==> config.mk <==
export PLATFORM = sky130hd
export DESIGN_NAME = data_distributor_flat
export DESIGN_NICKNAME = d
export VERILOG_FILES = /design/src/rtl/data_distributor_if.sv /design/src/rtl/data_distributor.sv /design/src/flat_wrapper.sv
export SDC_FILE = /design/constraint.sdc
export NUM_CORES = 1
export LEC_CHECK = 0
export ABC_AREA = 1
export CAP_MARGIN = 20
export CORE_MARGIN = 8
export CORE_UTILIZATION = 48
export CTS_CLUSTER_DIAMETER = 40
export DETAILED_ROUTE_END_ITERATION = 7
export PLACE_DENSITY = 0.81
export SYNTH_ARGS = -nofsm -noshare
export SYNTH_HDL_FRONTEND = slang
export SYNTH_SLANG_ARGS = --single-unit
==> constraint.sdc <==
create_clock -name clk -period 3.06 [get_ports clk]
set_input_delay 0.459 -clock clk [delete_from_list [all_inputs] [get_ports clk]]
set_output_delay 0.459 -clock clk [all_outputs]
set_load 0.02 [all_outputs]
==> src/rtl/data_distributor_if.sv <==
// Bundles the producer-side and consumer-side signals of data_distributor.
// master: the environment (producer + consumers); slave: the distributor itself.
interface data_distributor_if #(
   parameter int W  = 8,
   parameter int N  = 2,
   parameter int CW = 8
);
   localparam int SW = $clog2(N + 1);

   logic [W-1:0]   in_data;
   logic [SW-1:0]  sel;
   logic           in_valid;
   logic           in_ready;
   logic [N*W-1:0] q;
   logic [N-1:0]   out_valid;
   logic [N-1:0]   out_ready;
   logic           err;
   logic [CW-1:0]  drop_cnt;

   modport master (
      output in_data, sel, in_valid, out_ready,
      input  in_ready, q, out_valid, err, drop_cnt
   );

   modport slave (
      input  in_data, sel, in_valid, out_ready,
      output in_ready, q, out_valid, err, drop_cnt
   );
endinterface

==> src/rtl/data_distributor.sv <==
// Registered 1-to-N demultiplexer with a one-entry valid/ready register per
// output channel. Words whose sel is out of range are discarded, flagged by a
// one-cycle err pulse and counted in a saturating drop counter.
// Optional feature macro: DATA_DISTRIBUTOR_BROADCAST_EN -- when defined,
// sel == N loads every channel at once; otherwise sel == N is dropped.
module data_distributor #(
   parameter int W  = 8,
   parameter int N  = 2,
   parameter int CW = 8
) (
   input  logic              clk,
   input  logic              rst_n,
   data_distributor_if.slave bus
);
   localparam int SW = $clog2(N + 1);

   logic [N-1:0]  ch_free;
   logic [N-1:0]  sel_hit;
   logic [N-1:0]  load;
   logic [N-1:0]  valid_reg;
   logic [W-1:0]  q_reg [N];
   logic          sel_in_range;
   logic          bcast;
   logic          sel_free;
   logic          all_free;
   logic          in_ready_int;
   logic          accept;
   logic          drop;
   logic          err_reg;
   logic [CW-1:0] drop_cnt_reg;
   logic [CW-1:0] drop_cnt_next;

   assign sel_in_range = (bus.sel < SW'(N));

`ifdef DATA_DISTRIBUTOR_BROADCAST_EN
   assign bcast = (bus.sel == SW'(N));
`else
   assign bcast = 1'b0;
`endif

   genvar gi;
   generate
      for (gi = 0; gi < N; gi++) begin : g_ch
         assign sel_hit[gi] = (bus.sel == SW'(gi));
         // A channel can take a word if it is empty or is being drained now.
         assign ch_free[gi] = ~valid_reg[gi] | bus.out_ready[gi];
         assign load[gi]    = accept & (sel_hit[gi] | bcast);
         assign bus.q[gi*W +: W] = q_reg[gi];

         // Channel data register: only written on load, so it holds while stalled or idle.
         always_ff @(posedge clk or negedge rst_n) begin
            if (!rst_n)
               q_reg[gi] <= '0;
            else if (load[gi])
               q_reg[gi] <= bus.in_data;
         end

         // Channel valid flag: a load wins over a simultaneous drain.
         always_ff @(posedge clk or negedge rst_n) begin
            if (!rst_n)
               valid_reg[gi] <= 1'b0;
            else if (load[gi])
               valid_reg[gi] <= 1'b1;
            else if (bus.out_ready[gi])
               valid_reg[gi] <= 1'b0;
         end
      end
   endgenerate

   assign sel_free = |(sel_hit & ch_free);
   assign all_free = &ch_free;

   // Input ready: depends only on sel and channel state; invalid sel always accepts.
   always_comb begin
      in_ready_int = 1'b1;
      if (sel_in_range)
         in_ready_int = sel_free;
      else if (bcast)
         in_ready_int = all_free;
   end

   assign accept       = bus.in_valid & in_ready_int;
   assign drop         = accept & ~sel_in_range & ~bcast;
   assign bus.in_ready = in_ready_int;
   assign bus.out_valid = valid_reg;

   // Drop counter increment that stops at all-ones instead of wrapping.
   always_comb begin
      drop_cnt_next = drop_cnt_reg;
      if (drop && (drop_cnt_reg != {CW{1'b1}}))
         drop_cnt_next = drop_cnt_reg + 1'b1;
   end

   // Error pulse and drop counter registers.
   always_ff @(posedge clk or negedge rst_n) begin
      if (!rst_n) begin
         err_reg      <= 1'b0;
         drop_cnt_reg <= '0;
      end else begin
         err_reg      <= drop;
         drop_cnt_reg <= drop_cnt_next;
      end
   end

   assign bus.err      = err_reg;
   assign bus.drop_cnt = drop_cnt_reg;
endmodule
==> src/flat_wrapper.sv <==
// flat-port wrapper written by rule: the top's interface ports become plain ports
module data_distributor_flat 
#(
   parameter int W  = 8,
   parameter int N  = 2,
   parameter int CW = 8
)
  (clk, rst_n, bus_in_data, bus_sel, bus_in_valid, bus_out_ready, bus_in_ready, bus_q, bus_out_valid, bus_err, bus_drop_cnt);
  data_distributor_if #(.W(W), .N(N), .CW(CW)) bus_i ();
  input  logic clk;
  input  logic rst_n;
  input wire logic [$bits(bus_i.in_data)-1:0] bus_in_data;
  input wire logic [$bits(bus_i.sel)-1:0] bus_sel;
  input wire logic [$bits(bus_i.in_valid)-1:0] bus_in_valid;
  input wire logic [$bits(bus_i.out_ready)-1:0] bus_out_ready;
  output wire logic [$bits(bus_i.in_ready)-1:0] bus_in_ready;
  output wire logic [$bits(bus_i.q)-1:0] bus_q;
  output wire logic [$bits(bus_i.out_valid)-1:0] bus_out_valid;
  output wire logic [$bits(bus_i.err)-1:0] bus_err;
  output wire logic [$bits(bus_i.drop_cnt)-1:0] bus_drop_cnt;
  assign bus_i.in_data = bus_in_data;
  assign bus_i.sel = bus_sel;
  assign bus_i.in_valid = bus_in_valid;
  assign bus_i.out_ready = bus_out_ready;
  assign bus_in_ready = bus_i.in_ready;
  assign bus_q = bus_i.q;
  assign bus_out_valid = bus_i.out_valid;
  assign bus_err = bus_i.err;
  assign bus_drop_cnt = bus_i.drop_cnt;
  data_distributor #(.W(W), .N(N), .CW(CW)) u_core (.clk(clk), .rst_n(rst_n), .bus(bus_i));
endmodule
# After elaboration in Yosys (flattened, before gate mapping)
# Index checks and enable logic that the tools add are counted.
[totals]
ff_bits = 27
out_inout_bits = 28
[classes]
addsub = 1
n_reduce_logical = 5
muxes = 5
n_lt_le_gt_ge = 1
n_eq_ne = 2
n_bitwise = 10
[op_table]
columns = ["op", "n"]
rows = [
  ["$add A8 B1 Y8 const B", 1],
  ["$ne A8 B8 Y1 const B", 1],
  ["$mux W1", 5],
  ["$and A1 B1 Y1", 4],
  ["$reduce_bool A2 Y1", 2],
  ["$not A1 Y1", 3],
  ["$and A2 B2 Y2", 1],
  ["$eq A2 B1 Y1 const B", 1],
  ["$logic_not A2 Y1", 1],
  ["$lt A2 B2 Y1 const B", 1],
  ["$or A1 B1 Y1", 2],
  ["$reduce_or A2 Y1", 1],
  ["$logic_and A1 B1 Y1", 1],
]

# Longest topological paths before layout
[logic_depth]
depth_word = 8
mapped_depth = 8

# Worst setup path before layout
# OpenSTA, ideal clock, no wires.
[synth_path]
path_type = "reg-to-output"
from = "reg u_core.valid_reg[1] (netlist: u_core.bus.out_valid[1])"
to = "out bus_in_ready"
t_arrival_ns = 1.015
required_ns = 2.601
path_slack_ns = 1.586
path_stages_with_launch = 4
n_path_buf = 0
cell_sequence = "dfrtp_1 > nand2_1 > inv_1 > a22oi_1"
[synth_between]
elab_chain_cells = 5
[synth_lines]
columns = ["element", "line", "rtl"]
rows = [
  ["start, declared", "data_distributor.sv:20", "logic [N-1:0] valid_reg;"],
  ["start signal, assigned by index", "data_distributor.sv:61", "valid_reg[gi] <= 1'b0;"],
  ["start signal, assigned by index", "data_distributor.sv:63", "valid_reg[gi] <= 1'b1;"],
  ["start signal, assigned by index", "data_distributor.sv:65", "valid_reg[gi] <= 1'b0;"],
  ["$not A1 Y1", "data_distributor.sv:46", "assign ch_free[gi] = ~valid_reg[gi] | bus.out_ready[gi];"],
  ["$or A1 B1 Y1", "data_distributor.sv:46", ""],
  ["$and A2 B2 Y2", "data_distributor.sv:70", "assign sel_free = |(sel_hit & ch_free);"],
  ["$reduce_or A2 Y1", "data_distributor.sv:70", ""],
  ["$mux W1", "data_distributor.sv:76", "if (sel_in_range)"],
  ["end, declared", "flat_wrapper.sv:16", "output wire logic [$bits(bus_i.in_ready)-1:0] bus_in_ready;"],
]
# No other way between the ends.

# Worst setup path in the final report
[layout_path]
from = "in bus_sel[1]"
to = "out bus_in_ready"
[layout_between]
elab_chain_cells = 4
[layout_lines]
columns = ["element", "line", "rtl"]
rows = [
  ["start, declared", "flat_wrapper.sv:13", "input wire logic [$bits(bus_i.sel)-1:0] bus_sel;"],
  ["$eq A2 B1 Y1 or $logic_not A2 Y1 (tied branches)", "data_distributor.sv:44", "assign sel_hit[gi] = (bus.sel == SW'(gi));"],
  ["$and A2 B2 Y2", "data_distributor.sv:70", ""],
  ["$reduce_or A2 Y1", "data_distributor.sv:70", ""],
  ["$mux W1 (*)", "data_distributor.sv:76", ""],
]
# Every way passes the cells marked *; elsewhere a longest branch is shown, timed or not.

==> flow_metrics.tcl <==
set metrics [dict create \
    dieArea_um2 4550 \
    wl_per_cell_um 13.6 \
    vias_per_cell 4.81 \
    grt_pass1_wl_um 5060 \
    hp-class "in -> async" \
    cts_buffers 3 \
    portBuffers 42 \
    required_ns 2.60 \
    ios 43 \
    post-route-period-util_pct 78.9 \
    arrival_ns 1.95 \
    synth_compound_area_share_pct 10.8 \
    power_density_nw_per_um2 604 \
    whs_ns 0.482 \
    use_met1_pct 14.7 \
    grt_antenna_before_repair 0 \
    synth_commonest_cells "41 x nand2_1, 27 x dfrtp_1, 19 x inv_1, 9 x o21ai_0, 9 x o21ai_2" \
    syn2layout_area_growth_pct 37.2 \
    p_leak_nw 0.813 \
    ys_seq_area_share_pct 53.2 \
    clockBufferDepth 2 \
    drv_cap 0 \
    clk_pin_slew_ns 0.15 \
    gp_congestion 0.875 \
    crit_type "in -> out" \
    postCtsSetupBuffers 0 \
    synth_top_area_share_pct 53.2 \
    synth_flop_cell "dfrtp_1" \
    yosysWarnings 0 \
    diodes 0 \
    placedCellCount 208 \
    fin_skew_ns 0.00503 \
    setup_viol 0 \
    nets 199 \
    yosysTopAreaCell "dfrtp_1" \
    drc 0 \
    stdcell_count 212 \
    finalMaxSlewViolations 0 \
    tightest_slew_ns 0.336 \
    die_w_um 67.4 \
    rsz0062_at_grt "no" \
    wl_um 2890 \
    grtUsageMet2_pct 27.1 \
    hpwlAfterDp_um 2340 \
    row_count 18 \
    htree_levels 1 \
    synth_most_common_cell "nand2_1" \
    root_buffer "clkbuf_4" \
    critPathLaunchType "input pin" \
    slew_headroom_pct 77.6 \
    synth_fa_ha_area_share_pct 0.985 \
    synth-simple-area-share_pct 23.8 \
    grt_usage_pct 14.1 \
    cts_resized 0 \
    via_count 1020 \
    grt_max_degree 28 \
    status "finished, final reports clean" \
    fill_cells 210 \
    netlist_instances 137 \
    holdBufCountCts 0 \
    grt-ovfl-total 0 \
    drive_gt1_share_pct 14.3 \
    largest_reg_flops 16 \
    syn-cell-area_um2 1270 \
    synth_top_family_by_area "simple AND/OR/NAND/NOR gates" \
    finalCriticalPeriod_ns 2.41 \
    die_y_um 67.4 \
    synth_area_per_cell_um2 9.27 \
    busiest_layer "met2" \
    ys_seq_elements 27 \
    vdd_drop_max_uv 484 \
    synth_xor_area_share_pct 2.76 \
    ant_nets 0 \
    ys_types 22 \
    synth_area_leaders "dfrtp_1 53%, nand2_1 12%, o21ai_2 6.2%" \
    grt_pass1_vias 1107 \
    fmax_mhz 414 \
    coreArea_um2 2500 \
    grt_use_met3_pct 2.48 \
    async_flop_share_pct 100 \
    tns_ns 0 \
    synth_nets 153 \
    initialDrtViolationCount 28 \
    start_util_pct 50.8 \
    pre_cts_slack_ns 0.656 \
    crit_path_end_kind "output port" \
    hold_violations 0 \
    clk_latency_ns 0.32 \
    synth_edf_count 0 \
    synthMuxAreaShare_pct 0 \
    cts.sinks 27 \
    cts_tree "built" \
    setup_slack_ns 0.647 \
    drt-pass1-iter-count 4 \
    path_max_fanout 4 \
]
worst paths after layout:
| check | start | to | slack (ns) | cells after the start |
|---|---|---|---|---|
| setup / recovery | bus_sel[1] | bus_in_ready | 0.65 | 4 |
| hold / removal | rst_n | u_core.bus.q[7] | 0.48 | 2 |
| setup reg to reg | u_core.bus.drop_cnt[0] | u_core.bus.drop_cnt[3] | 1.68 | 8 |
| hold reg to reg | u_core.bus.q[15] | u_core.bus.q[15] | 0.51 | 2 |
| max in group asynchronous | rst_n | u_core.bus.drop_cnt[3] | 2.32 | 2 |
| min in group clk | u_core.bus.q[15] | u_core.bus.q[15] | 0.51 | 2 |
metal layers:
layer | up-vias | part of all wire (%)
li1 | 516 | -
met1 | 477 | 37
met2 | 21 | 56
met3 | 6 | 4.8
met4 | 0 | 2.0
met5 | - | 0
layout by cell type, fill, tap and decap left out:
cell / instances
o21ai_2: 9
nor2_4: 1
dfrtp_1: 27
inv_2: 2
a31oi_1: 1
clkinvlp_4: 1
xor2_1: 2
clkbuf_4: 3
nand3b_1: 1
ha_1: 1
clkdlybuf4s50_1: 42
nand2_1: 41
nand2_2: 3
nor2_2: 2
clkinv_2: 1
inv_1: 19
xnor2_1: 2
buf_4: 1
nand4_4: 2
o21ai_0: 9
nor2_1: 4
nand3_1: 5
nand2_4: 1
a22oi_1: 1
nor3_1: 1
worst max-delay path, stage by stage:
cell and delay (ns):
clkdlybuf4s50_1 0.61, nor2_2 0.08, a22oi_1 0.18, clkdlybuf4s50_1 0.63
cell type report:
type | count | area (µm²) | area share [%]
flip-flops and latches | 27 | 676 | 38.8
well taps | 30 | 37.5 | 2.15
clock inverters | 1 | 7.51 | 0.431
clock buffers | 3 | 22.5 | 1.29
inverters | 22 | 83.8 | 4.81
repair buffers | 43 | 428 | 24.6
multi-input cells | 86 | 488 | 28.0
power breakdown:
group | internal, W | switching [W] | total [W]
Clock | 0.0000499 | 0.000106 | 0.000156
Sequential | 0.000426 | 0.0000592 | 0.000486
Combinational | 0.000198 | 0.000213 | 0.000411
Total | 0.000675 | 0.000379 | 0.00105
cell families (layout without fill, tap and decap cells):
group / Yosys count / count (layout)
xor+xnor: 4 / 4
compound gates: 20 / 20
fa+ha+maj: 1 / 1
flops: 27 / 27
buf+inv: 24 / 69
simple gates: 61 / 61
metrics by stage:
stage / power [W] / util [%] / instance area, µm²
after floorplan: 0.000704 / - / 1270
after global placement: 0.000899 / 68.5 / 1710
after detailed placement: 0.000912 / 68.5 / 1710
after CTS: 0.00107 / 69.7 / 1740
after global routing: 0.00112 / 69.7 / 1740
final: 0.00105 / 69.7 / 1740
No activity file was read; power rests on OpenSTA's default activity.
